<file path="config.mk">
export PLATFORM = sky130hd
export DESIGN_NAME = rng_byte_fifo
export DESIGN_NICKNAME = d
export VERILOG_FILES = /design/src/rtl/rng_pkg.sv /design/src/rtl/rng_fifo_mem.sv /design/src/rtl/rng_byte_fifo.sv
export SDC_FILE = /design/constraint.sdc
export NUM_CORES = 1
export LEC_CHECK = 0
export BUFFER_PORTS_ARGS = -buffer_cell sky130_fd_sc_hd__buf_2
export CORE_MARGIN = 3
export CORE_UTILIZATION = 40
export CTS_CLUSTER_DIAMETER = 30
export DETAILED_ROUTE_END_ITERATION = 6
export SLEW_MARGIN = 25
export SYNTH_ARGS = -nofsm -noshare
export SYNTH_HDL_FRONTEND = slang
export SYNTH_HIERARCHICAL = 1
export SYNTH_SLANG_ARGS = --single-unit
</file>
<file path="constraint.sdc">
create_clock -name clk -period 6.7 [get_ports clk]
set_input_delay 1.34 -clock clk [delete_from_list [all_inputs] [get_ports clk]]
set_output_delay 1.34 -clock clk [all_outputs]
set_load 0.02 [all_outputs]
</file>
<file path="src/rtl/rng_pkg.sv">
// Shared types and constants for the random-byte sequencer and its FIFO.
package rng_pkg;

    typedef logic [7:0] byte_t;

    typedef enum logic [1:0] {
        IDLE    = 2'd0,
        RST_GEN = 2'd1,
        WAIT    = 2'd2
    } state_t;

    localparam byte_t SEED_DEFAULT = 8'h01;

    // The generator locks up on an all-zero seed, so zero is mapped to the default.
    function automatic byte_t nonzero_seed(input byte_t value);
        return (value == 8'h00) ? SEED_DEFAULT : value;
    endfunction

endpackage

</file>
<file path="src/rtl/rng_fifo_mem.sv">
// Show-ahead circular byte FIFO: storage, wrapping pointers, occupancy and full flag.
module rng_fifo_mem
    import rng_pkg::*;
#(
    parameter int DEPTH = 8
) (
    input  logic                   clk,
    input  logic                   reset_L,
    input  logic                   push,
    input  logic [7:0]             push_data,
    input  logic                   pop,
    output logic [7:0]             head_data,
    output logic [$clog2(DEPTH):0] count,
    output logic                   full,
    output logic                   empty
);

    localparam int AW = $clog2(DEPTH);
    localparam logic [AW:0] FULL_COUNT = (AW + 1)'(DEPTH);

    byte_t          mem [DEPTH];
    logic [AW-1:0]  wr_ptr_reg;
    logic [AW-1:0]  rd_ptr_reg;
    logic [AW:0]    count_reg;
    logic           do_push;
    logic           do_pop;

    assign empty     = (count_reg == '0);
    assign full      = (count_reg == FULL_COUNT);
    assign count     = count_reg;
    assign head_data = mem[rd_ptr_reg];

    // Guards keep the pointers coherent even if a caller misbehaves.
    assign do_push = push && !full;
    assign do_pop  = pop && !empty;

    // Storage carries no reset so it can map onto plain RAM.
    always_ff @(posedge clk) begin
        if (do_push) begin
            mem[wr_ptr_reg] <= push_data;
        end
    end

    always_ff @(posedge clk or negedge reset_L) begin
        if (!reset_L) begin
            wr_ptr_reg <= '0;
            rd_ptr_reg <= '0;
            count_reg  <= '0;
        end else begin
            if (do_push) begin
                wr_ptr_reg <= wr_ptr_reg + 1'b1;
            end
            if (do_pop) begin
                rd_ptr_reg <= rd_ptr_reg + 1'b1;
            end
            case ({do_push, do_pop})
                2'b10:   count_reg <= count_reg + 1'b1;
                2'b01:   count_reg <= count_reg - 1'b1;
                default: count_reg <= count_reg;
            endcase
        end
    end

endmodule

</file>
<file path="src/rtl/rng_byte_fifo.sv">
// Sequencer that repeatedly resets, seeds and runs the random generator and buffers
// every finished byte; each generation is seeded from the previous output.
module rng_byte_fifo
    import rng_pkg::*;
#(
    parameter int DEPTH   = 8,
    parameter int TIMEOUT = 32
) (
    input  logic                   clk,
    input  logic                   reset_L,
    input  logic                   enable,
    input  logic                   seed_load,
    input  logic [7:0]             seed_in,
    input  logic                   sel_in,
    output logic                   gen_reset,
    output logic                   gen_en,
    output logic                   gen_sel,
    output logic [7:0]             gen_seed,
    input  logic                   gen_valid,
    input  logic [7:0]             gen_rand,
    output logic [7:0]             out_data,
    output logic                   out_valid,
    input  logic                   out_ready,
    output logic [$clog2(DEPTH):0] count,
    output logic                   full,
    output logic                   timeout_err,
    input  logic                   clear_err
);

    localparam int TW = $clog2(TIMEOUT);
    localparam logic [TW-1:0] TIMER_LAST = TW'(TIMEOUT - 1);

    state_t         state_reg;
    state_t         state_next;
    logic [TW-1:0]  timer_reg;
    byte_t          seed_reg;
    logic           sel_reg;
    logic           err_reg;
    logic           capture;
    logic           expire;
    logic           fifo_full;
    logic           fifo_empty;

    // gen_valid only counts while waiting; a stale done from the generator is ignored.
    assign capture = (state_reg == WAIT) && gen_valid;
    assign expire  = (state_reg == WAIT) && !gen_valid && (timer_reg == TIMER_LAST);

    always_ff @(posedge clk or negedge reset_L) begin
        if (!reset_L) begin
            state_reg <= IDLE;
        end else begin
            state_reg <= state_next;
        end
    end

    always_comb begin
        state_next = state_reg;
        gen_reset  = 1'b0;
        gen_en     = 1'b0;
        case (state_reg)
            IDLE: begin
                if (enable && !fifo_full) begin
                    state_next = RST_GEN;
                end
            end
            RST_GEN: begin
                gen_reset  = 1'b1;
                state_next = WAIT;
            end
            WAIT: begin
                gen_en = 1'b1;
                if (capture || expire) begin
                    state_next = IDLE;
                end
            end
            default: state_next = IDLE;
        endcase
    end

    always_ff @(posedge clk or negedge reset_L) begin
        if (!reset_L) begin
            timer_reg <= '0;
            sel_reg   <= 1'b0;
        end else begin
            if (state_reg == RST_GEN) begin
                timer_reg <= '0;
                sel_reg   <= sel_in;
            end else if (state_reg == WAIT) begin
                timer_reg <= timer_reg + 1'b1;
            end
        end
    end

    // An explicit seed load overrides re-seeding from a byte captured in the same cycle.
    always_ff @(posedge clk or negedge reset_L) begin
        if (!reset_L) begin
            seed_reg <= SEED_DEFAULT;
        end else if (seed_load) begin
            seed_reg <= nonzero_seed(seed_in);
        end else if (capture) begin
            seed_reg <= nonzero_seed(gen_rand);
        end
    end

    always_ff @(posedge clk or negedge reset_L) begin
        if (!reset_L) begin
            err_reg <= 1'b0;
        end else if (expire) begin
            err_reg <= 1'b1;
        end else if (clear_err) begin
            err_reg <= 1'b0;
        end
    end

    rng_fifo_mem #(
        .DEPTH (DEPTH)
    ) u_fifo (
        .clk       (clk),
        .reset_L   (reset_L),
        .push      (capture),
        .push_data (gen_rand),
        .pop       (out_ready),
        .head_data (out_data),
        .count     (count),
        .full      (fifo_full),
        .empty     (fifo_empty)
    );

    assign gen_sel     = sel_reg;
    assign gen_seed    = seed_reg;
    assign out_valid   = !fifo_empty;
    assign full        = fifo_full;
    assign timeout_err = err_reg;

endmodule

</file>
==> summary.md, run 1 <==
| Metric | Value |
|---|---|
| Outcome | finished, final reports clean |
| Crit path DAT | around 2400 ps |
| Synth cell types | 40 |
| VDD IR max | 200 µV |
| Slew at the pin closest to its max-slew limit | 962 ps |
| Synthesized net count | 281 |
| Cell Pwr Density | 386 nW/µm² |
| Final setup violation count | 0 |
| Max frequency | 266 MHz |
| Fin nets | 336 |
| Syn_area_per_cell | 16.4 µm² |
| Vias in the first global route | roughly 2200 |
| HP Start | timer_reg[0] |
| Die X | 106 µm |
| Clock Latency Late Sink | between 300 and 400 ps |
| # hold bufs at CTS | 0 |
| Final wirelength | 7260 µm |
| Post-route DRC | 0 |
| Initial antenna violation count | 0 |
| Ports | 50 |
| Area Growth Syn to Fin | 14.3% |
| Cells after DPL | between 400 and 500 |
| CP Capture Type | output port |
| Row count | 35 |
| DR pass1 iterations | 4 |
| LEAKAGE | ~1.8 nW |
| Max_cap viols | 0 |
| CP Class | reg2out |
| Ratio of cells with drive above 1 in the final layout | between 20 and 30% |
| Remaining global-route overflow | 0 |
| Sinks on the clock net | slightly above 90 |
| Starting Density | 42.3% |
| CP startpoint | u_fifo/rd_ptr_reg[0] |
| Flops & latches, synth | 91 |
| Unrepaired setup endpoints after global routing | false |
| Number of inserted diodes | 0 |
| Chip height | approximately 110 µm |
| Ys Warns | 6 |
| Max FFs per register | 64 |
| CTS max path bufs | 2 |
| Iter 0 DRT Violations | approximately 140 |
| Setup total negative slack | 0 ps |
| Tcrit/Tclk final | 56.2% |
| Largest net degree at the start of global routing | 28 |
| Crit-path max FO | 18 |
| CTS Buf Count | 9 |
| Cell area after synthesis | 4020 µm² |
| Overall Power | around 1.8 mW |
| H-tree depth | 3 |
| Hold WC Path Type | reg2reg |
| Vias/cell | 5.09 |
| Via count | ~2200 |
| Max-slew violation count | 0 |
| GP Congestion | 0.700 |
| Synthesized instance count | about 250 |
| Post-CTS resize count | 0 |
| Fraction of registers with async set/reset | 29.7% |
| IO buf count | 49 |
| EDFF count, synth | 64 |
| Fin Clk Skew | 11.1 ps |
| Worst reg2reg startpoint | state_reg[0] |
| Worst path required time | 5360 ps |
| Setup crit start kind | flip-flop |
| Area of the die | 11300 µm² |
| Fin. Hold Viols | 0 |
| Seq/Total Area, Yosys | 64.7% |
| Hold slack final | 509 ps |
| Layout Cells excl Fill | 434 |
| Setup Buffers After CTS | 0 |
| Core area | 9500 µm² |
| Tmin final | around 3800 ps |
| First-pass GRT wire length | about 12000 µm |
| Post-DRT Antenna Nets | 0 |
| Total track usage | roughly 14% |
| Clk slew on worst S/H paths | 90 ps |
| Clock root cell | clkbuf_8 |
| WL/cell | 16.7 µm |
| Slew HR | 35.7% |
| Main synth FF type | edfxtp_1 |
| CTS tree | yes |
| HPWL after DPL | about 4800 µm |
layout make-up:
cell class / instances / area (µm²)
repair buffers: 51 / 260
clock buffers: 9 / 124
well taps: 129 / 161
inverters: 14 / 52.6
multi-input cells: 133 / 1320
flip-flops and latches: 91 / 2600
fillers: 836 / 4910
clock inverters: 7 / 82.6
metal layers:
| metal | share of wire, % | GRT usage, % |
|---|---|---|
| met5 | 0 | 0 |
| met4 | 1.5 | 6.20 |
| met3 | 4.2 | 2.85 |
| met2 | 47 | 21.8 |
| met1 | 47 | 18.5 |
logic make-up (layout without fill, tap and decap cells):
| group | count (synthesis) | in the layout | share of synthesized area [%] |
|---|---|---|---|
| AO/OA/AOI/OAI | 26 | 26 | 4.11 |
| XOR/XNOR | 6 | 6 | 1.31 |
| adder cells (fa/ha/maj) | 12 | 12 | 3.92 |
| buffers and inverters | 21 | 81 | 2.62 |
| flip-flops | 91 | 91 | 64.7 |
| multiplexers | 38 | 38 | 16.3 |
| AND/OR/NAND/NOR | 51 | 51 | 7.04 |
synthesized netlist by cell type, types with 2 or more instances:
library cell	count	area share [%]
buf_2	2	0.25
o21ai_0	15	1.9
and3_1	2	0.31
clkbuf_1	2	0.19
nand2b_1	5	0.78
nand2_2	2	0.31
ha_1	11	3.4
xnor2_1	5	1.1
nand3_1	4	0.50
nor2_1	7	0.65
nand3b_1	4	0.75
nor3_1	4	0.50
edfxtp_1	64	48
a21oi_1	3	0.37
mux2_2	11	3.1
inv_1	14	1.3
mux2_1	2	0.56
nor3b_1	3	0.56
nand2_1	14	1.3
mux4_1	16	10
nor4_1	3	0.47
mux2i_1	9	2.2
dfrtp_1	26	16
where the power goes:
part / switching [mW] / internal (mW)
Clock: 0.202 / 0.180
Sequential: 0.118 / 0.680
Combinational: 0.302 / 0.293
Total: 0.622 / 1.15
cell usage in the layout, fill, tap and decap left out, types with 2 or more instances in the layout:
cell type / instances
edfxtp_1: 64
buf_2: 49
dfrtp_1: 26
mux4_1: 16
o21ai_0: 15
inv_1: 14
nand2_1: 14
mux2_2: 11
ha_1: 11
mux2i_1: 9
clkbuf_8: 9
nor2_1: 7
nand2b_1: 5
xnor2_1: 5
nand3b_1: 4
nor3_1: 4
nand3_1: 4
nor4_1: 3
a21oi_1: 3
nor3b_1: 3
and3_1: 2
nand2_2: 2
mux2_1: 2
inv_8: 2
inv_6: 2
buf_4: 2
worst paths after layout:
check / endpoint / slack [ps] / cells after the start
setup / recovery: out_data[6] / 2940 / 3
max in group asynchronous: u_fifo/count[0] / 5320 / 1
setup reg to reg: u_fifo/count[3] / 3720 / 10
hold / removal: timer_reg[0] / 510 / 1
min in group asynchronous: gen_seed[3] / 980 / 1
hold reg to reg: timer_reg[0] / 510 / 1
critical path: stages (launching register included):
cell and delay, ps:
dfrtp_1 960, mux4_1 650, mux2_2 290, buf_2 160
metrics by stage:
step | setup slack, ps | utilization (%) | area (µm²)
2_1_floorplan | 3390 | - | 4020
3_3_place_gp | 3130 | 46.2 | 4390
3_5_place_dp | 3040 | 46.2 | 4390
4_1_cts | 2880 | 48.3 | 4590
5_1_grt | 2830 | 48.3 | 4590
6_report | 2940 | 48.3 | 4590
(Power assumes the default switching activity.)
==> run 2: changes to the inputs <==
==> constraint.sdc (replaced) <==
create_clock -name clk -period 3.4 [get_ports clk]
set_input_delay 0.68 -clock clk [delete_from_list [all_inputs] [get_ports clk]]
set_output_delay 0.68 -clock clk [all_outputs]
set_load 0.02 [all_outputs]
==> summary.md, run 2 (synthesis gave the netlist of run 1 again) <==
| Metric | Value |
|---|---|
| Reg2Reg Setup Slack | 460 ps (-3260 ps) |
| Worst path required time | 3630 ps (-1730 ps) |
| Tcrit/Tclk final | 86.5% |
| Setup Buffers After CTS | 0 (unchanged) |
| Unrepaired setup endpoints after global routing | false |
| Fillcell total | 839 (+0.36%) |
| Clk network pwr share | 20.8% (-0.7 points) |
| Max frequency | 340 MHz |
| Vias/cell | 5.00 (-1.9%) |
| Final setup violation count | 0 (unchanged) |
| Max FFs per register | 64 (unchanged) |
| Initial antenna violation count | 0 (unchanged) |
| Hold slack final | 327 ps (-182 ps) |
| Psw | 1.25 mW (+100%) |
| Setup crit start kind | flip-flop |
| IO buf count | 49 (unchanged) |
| Fin. Hold Viols | 0 (unchanged) |
| Post-CTS resize count | 0 (unchanged) |
| Tmin final | 2940 ps |
| CTS Buf Count | 9 (unchanged) |
| Slew at the pin closest to its max-slew limit | 739 ps (-223 ps) |
| Crit path DAT | 3170 ps (+750 ps) |
| Largest net degree at the start of global routing | 28 (unchanged) |
| Vias in the first global route | 2238 (-0.44%) |
| GP Congestion | 0.737 (+5.3%) |
| Fin Clk Skew | 16.0 ps (+4.84 ps) |
| HPWL after DPL | 4900 µm (+2.8%) |
| # hold bufs at CTS | 0 (unchanged) |
| Placed cell area | 4440 µm² (+1.2%) |
| VDD IR max | 423 µV (+110%) |
| Remaining global-route overflow | 0 (unchanged) |
| Number of inserted diodes | 0 (unchanged) |
| Iter 0 DRT Violations | 99 (-31%) |
| Via count | 2204 (-0.32%) |
| Final instance area | 4640 µm² (+1.0%) |
| Most frequent cells in the layout | 64 x edfxtp_1, 49 x buf_2, 26 x dfrtp_1 |
| Logic pwr share | 35.2% (+1.7 points) |
| Hold WC Path Type | in2async |
| Core area | 9500 µm² (unchanged) |
| Cell Pwr Density | 748 nW/µm² (+94%) |
| Final wirelength | 7320 µm (+0.87%) |
| Crit-path cells | inv_1 > ha_1 > nand2_2 > inv_1 > nand2_2 > ha_1 > ha_1 > or4b_2 > o311ai_0 > o211ai_1 |
| Layout Cells excl Fill | 441 (+1.6%) |
| Clk slew on worst S/H paths | 100 ps (about the same) |
| Fin nets | 343 (+2.1%) |
| Max-slew violation count | 0 (unchanged) |
| WL/cell | 16.6 µm (-0.73%) |
| Most frequent cell on the critical path | ha_1 |
| CTS tree | yes |
| Max_cap viols | 0 (unchanged) |
| CP Capture Type | flip-flop |
| Crit-path max FO | 9 (-9) |
| Area Growth Syn to Fin | 15.5% |
| Outcome | finished, final reports clean |
| Post-DRT Antenna Nets | 0 (unchanged) |
| DR pass1 iterations | 4 (unchanged) |
| LEAKAGE | 1.86 nW (+2.0%) |
| Setup total negative slack | 0 ps (unchanged) |
| Chip height | 106 µm (unchanged) |
| Row count | 35 (unchanged) |
| Ratio of cells with drive above 1 in the final layout | 29.8% (+1.6 points) |
| Total track usage | 13.9% (+0.12 points) |
| First-pass GRT wire length | 11800 µm (+1.7%) |
| Sinks on the clock net | 91 (unchanged) |
| Clock Latency Late Sink | 370 ps (about the same) |
| Slowest CP cell | or4b_2 |
| Cells after DPL | 425 (+1.7%) |
| Seq pwr share | 44.0% (-1.0 points) |
| Cell Int Power | 2.22 mW (+92%) |
| Area of the multi-input gates | 1320 µm² (unchanged) |
| Area of the die | 11300 µm² (unchanged) |
| Starting Density | 42.3% (unchanged) |
| Slowest cell delay on critical path | 640 ps (-320 ps) |
| Die X | 106 µm (unchanged) |
| Clock root cell | clkbuf_8 |
| Ports | 50 (unchanged) |
| CP Class | reg2reg |
| CTS max path bufs | 2 (unchanged) |
| Switching part of the total | 36.1% (+1.0 points) |
| Overall Power | 3.47 mW (+96%) |
| FF/Latch Area | 2600 µm² (unchanged) |
| H-tree depth | 3 (unchanged) |
| Slew HR | 50.7% (+15 points) |
| Post-route DRC | 0 (unchanged) |
| Most common cell after layout, fill and taps aside | edfxtp_1 |
run 2: power groups by stage:
stage          clock network, mW  registers (mW)  logic (mW)
2_1_floorplan                  0            1.52       0.952
3_3_place_gp                   0            1.55        1.22
3_5_place_dp                   0            1.56        1.24
4_1_cts                    0.743            1.54        1.24
5_1_grt                    0.790            1.56        1.35
6_report                   0.722            1.53        1.22
run 2: worst paths after layout:
| kind | from | endpoint | depth (start not counted) |
|---|---|---|---|
| min | reset_L | gen_seed[3] | 1 |
| min reg2reg | timer_reg[0] | timer_reg[0] | 1 |
| max in group asynchronous | reset_L | u_fifo/count[2] | 1 |
| min in group clk | clear_err | timeout_err | 2 |
| max reg2reg | state_reg[0] | u_fifo/count[3] | 10 |
| max | state_reg[0] | u_fifo/count[3] | 10 |
run 2: worst max-delay path, delay by kind of cell (launching register included):
family	cells	cell delay (ps)
and+or+nand+nor	3	940
adders and majority gates	3	900
DFF	1	410
buffers and inverters	2	320
AOI/OAI and AO/OA	2	250
run 2: layout make-up:
class / count / share of cell area [%]
clock buffer: 9 / 2.67
clock inverter: 7 / 1.64
multi-input combinational: 133 / 28.3
sequential: 91 / 56.0
inverter: 14 / 1.13
tap: 129 / 3.48
timing repair buffer: 58 / 6.74
run 2: stage by stage:
step           setup WS, ps  util (%)
6_report                457      48.8
5_1_grt                 234      48.8
4_1_cts                 449      48.8
3_5_place_dp            396      46.7
3_3_place_gp            454      46.7
2_1_floorplan           571         -
run 2: per-layer routing:
| layer | vias up | share of wire, % | track usage [%] |
|---|---|---|---|
| met3 | 9 | 3.9 | 2.98 |
| met2 | 50 | 47 | 21.5 |
| met4 | 0 | 1.5 | 5.27 |
| li1 | 1072 | - | - |
| met5 | - | 0 | 0 |
| met1 | 1073 | 48 | 19.4 |
==> run 3: changes to the inputs <==
==> constraint.sdc (replaced) <==
create_clock -name clk -period 3.2 [get_ports clk]
set_input_delay 0.64 -clock clk [delete_from_list [all_inputs] [get_ports clk]]
set_output_delay 0.64 -clock clk [all_outputs]
set_load 0.02 [all_outputs]
==> summary.md, run 3 (synthesis gave the netlist of run 1 again) <==
| Metric | Value |
|---|---|
| Outcome | finished, final reports clean |
| Iter 0 DRT Violations | 74 (-25%) |
| Via count | 2228 (+1.1%) |
| Clock root cell | clkbuf_8 |
| Placed cell area | 4460 µm² (+0.34%) |
| DR pass1 iterations | 4 (unchanged) |
| CTS tree | yes |
| Clk slew on worst S/H paths | 90 ps (about the same) |
| LEAKAGE | 1.87 nW (+0.89%) |
| Crit-path max FO | 9 (unchanged) |
| Tmin final | 2910 ps (-36.5 ps) |
| WL/cell | 16.7 µm (+0.94%) |
| Crit-path cells | or4b_4 > nand2_2 > ha_1 > ha_1 > or4b_2 > o311ai_0 > o211ai_1 |
| Most common cell after layout, fill and taps aside | edfxtp_1 |
| Fin nets | 345 (+0.58%) |
| Max_cap viols | 0 (unchanged) |
| Setup total negative slack | 0 ps (unchanged) |
| Reg2Reg Depth | 7 (-3) |
| Crit path DAT | 3130 ps (-40 ps) |
| GP Congestion | 0.785 (+6.4%) |
| Area Growth Syn to Fin | 16.2% |
| CP startpoint | u_fifo/count[0] |
| Setup WS post-layout | 294 ps (-163 ps) |
| H-tree depth | 3 (unchanged) |
| Crit path to | u_fifo/count[3] |
| Final wirelength | 7420 µm (+1.4%) |
| Ports | 50 (unchanged) |
| Final instance area | 4670 µm² (+0.62%) |
| CP Class | reg2reg |
| Tcrit/Tclk final | 90.8% (+4.3 points) |
| Final setup violation count | 0 (unchanged) |
| Setup Buffers After CTS | 0 (unchanged) |
| Worst path required time | 3430 ps (-200 ps) |
| Reg-to-Reg End | u_fifo/count[3] |
| Post-DRT Antenna Nets | 0 (unchanged) |
| Sinks on the clock net | 91 (unchanged) |
| Initial antenna violation count | 0 (unchanged) |
| IO buf count | 49 (unchanged) |
| Pre-CTS setup slack | 315 ps (-80.6 ps) |
| # hold bufs at CTS | 0 (unchanged) |
| Most frequent cells in the layout | 64 x edfxtp_1, 49 x buf_2, 26 x dfrtp_1 |
| Setup crit start kind | flip-flop |
| Post-route DRC | 0 (unchanged) |
| Post-CTS resize count | 0 (unchanged) |
| Hold slack final | 284 ps (-43.7 ps) |
| First-pass GRT wire length | 12100 µm (+2.2%) |
| Slowest CP cell | or4b_2 |
| Cell Pwr Density | 807 nW/µm² (+7.9%) |
| Slew at the pin closest to its max-slew limit | 735 ps (-3.71 ps) |
| Max-slew violation count | 0 (unchanged) |
| Worst reg2reg startpoint | u_fifo/count[0] |
| Number of inserted diodes | 0 (unchanged) |
| Clock Latency Late Sink | 350 ps (-20 ps) |
| Slowest cell delay on critical path | 640 ps (about the same) |
| Max frequency | 344 MHz (+1.3%) |
| Area of the die | 11300 µm² (unchanged) |
| HPWL after DPL | 4850 µm (-1.0%) |
| Most frequent cell on the critical path | ha_1 |
| Reg2Reg Setup Slack | 290 ps (-160 ps) |
| Largest net degree at the start of global routing | 28 (unchanged) |
| Max FFs per register | 64 (unchanged) |
| Vias in the first global route | 2263 (+1.1%) |
| Slew HR | 51.0% (+0.25 points) |
| VDD IR max | 341 µV (-19%) |
| Row count | 35 (unchanged) |
| Remaining global-route overflow | 0 (unchanged) |
| CTS Buf Count | 9 (unchanged) |
| Starting Density | 42.3% (unchanged) |
| Fin. Hold Viols | 0 (unchanged) |
| Ratio of cells with drive above 1 in the final layout | 30.3% (+0.45 points) |
| Vias/cell | 5.03 (+0.63%) |
| Unrepaired setup endpoints after global routing | false |
| Total track usage | 14.2% (+0.26 points) |
| Die X | 106 µm (unchanged) |
| Core area | 9500 µm² (unchanged) |
| CTS max path bufs | 2 (unchanged) |
| CP Capture Type | flip-flop |
| Hold WC Path Type | in2async |
| Chip height | 106 µm (unchanged) |
| Fin Clk Skew | 9.44 ps (-6.55 ps) |
run 3: cell types whose count changed in the layout (fill, tap and decap cells not counted):
cell       before  now
buf_4           9   11
bufinv_16       0    1
clkinv_8        1    0
run 3: final cells by class:
cell class	count	area (µm²)
Fill cell	838	4830
Sequential cell	91	2600
Multi-Input combinational cell	133	1320
Timing Repair Buffer	60	328
Tap cell	129	161
Clock buffer	9	124
Clock inverter	7	90.1
Inverter	14	52.6
run 3: power breakdown:
part           internal, mW  switching (mW)  leakage [nW]  total, mW
clock network         0.383           0.435         0.110      0.818
logic                 0.635           0.687         0.856       1.32
registers              1.43           0.203         0.908       1.63
run 3: routing by layer:
layer	vias to the layer above	GRT usage, %	wire length [µm]
li1	1073	-	-
met1	1097	19.9	3530
met2	54	21.7	3500
met3	4	3.58	342
met4	0	4.72	48
met5	-	0	0
run 3: through the flow:
| stage | instances | power [mW] | util [%] |
|---|---|---|---|
| floorplan | 245 | 2.63 | - |
| global placement | 427 | 2.95 | 46.9 |
| detailed placement | 427 | 2.99 | 46.9 |
| CTS | 443 | 3.82 | 49.1 |
| global route | 443 | 4.00 | 49.1 |
| finish | 443 | 3.77 | 49.1 |
run 3: critical path: cells and delay by family (launching register included):
kind | cells | cell delay (ps)
compound gates | 2 | 260
fa+ha+maj | 2 | 660
simple gates | 3 | 1380
flops | 1 | 480
run 3: worst min-delay path by stage:
stage	start	to	slack, ps
global placement	gen_sel	gen_sel	490
floorplan	reset_L	gen_seed[1]	340
detailed placement	gen_sel	gen_sel	490
global route	reset_L	gen_seed[3]	310
finish	reset_L	gen_seed[3]	280
CTS	reset_L	gen_seed[7]	290
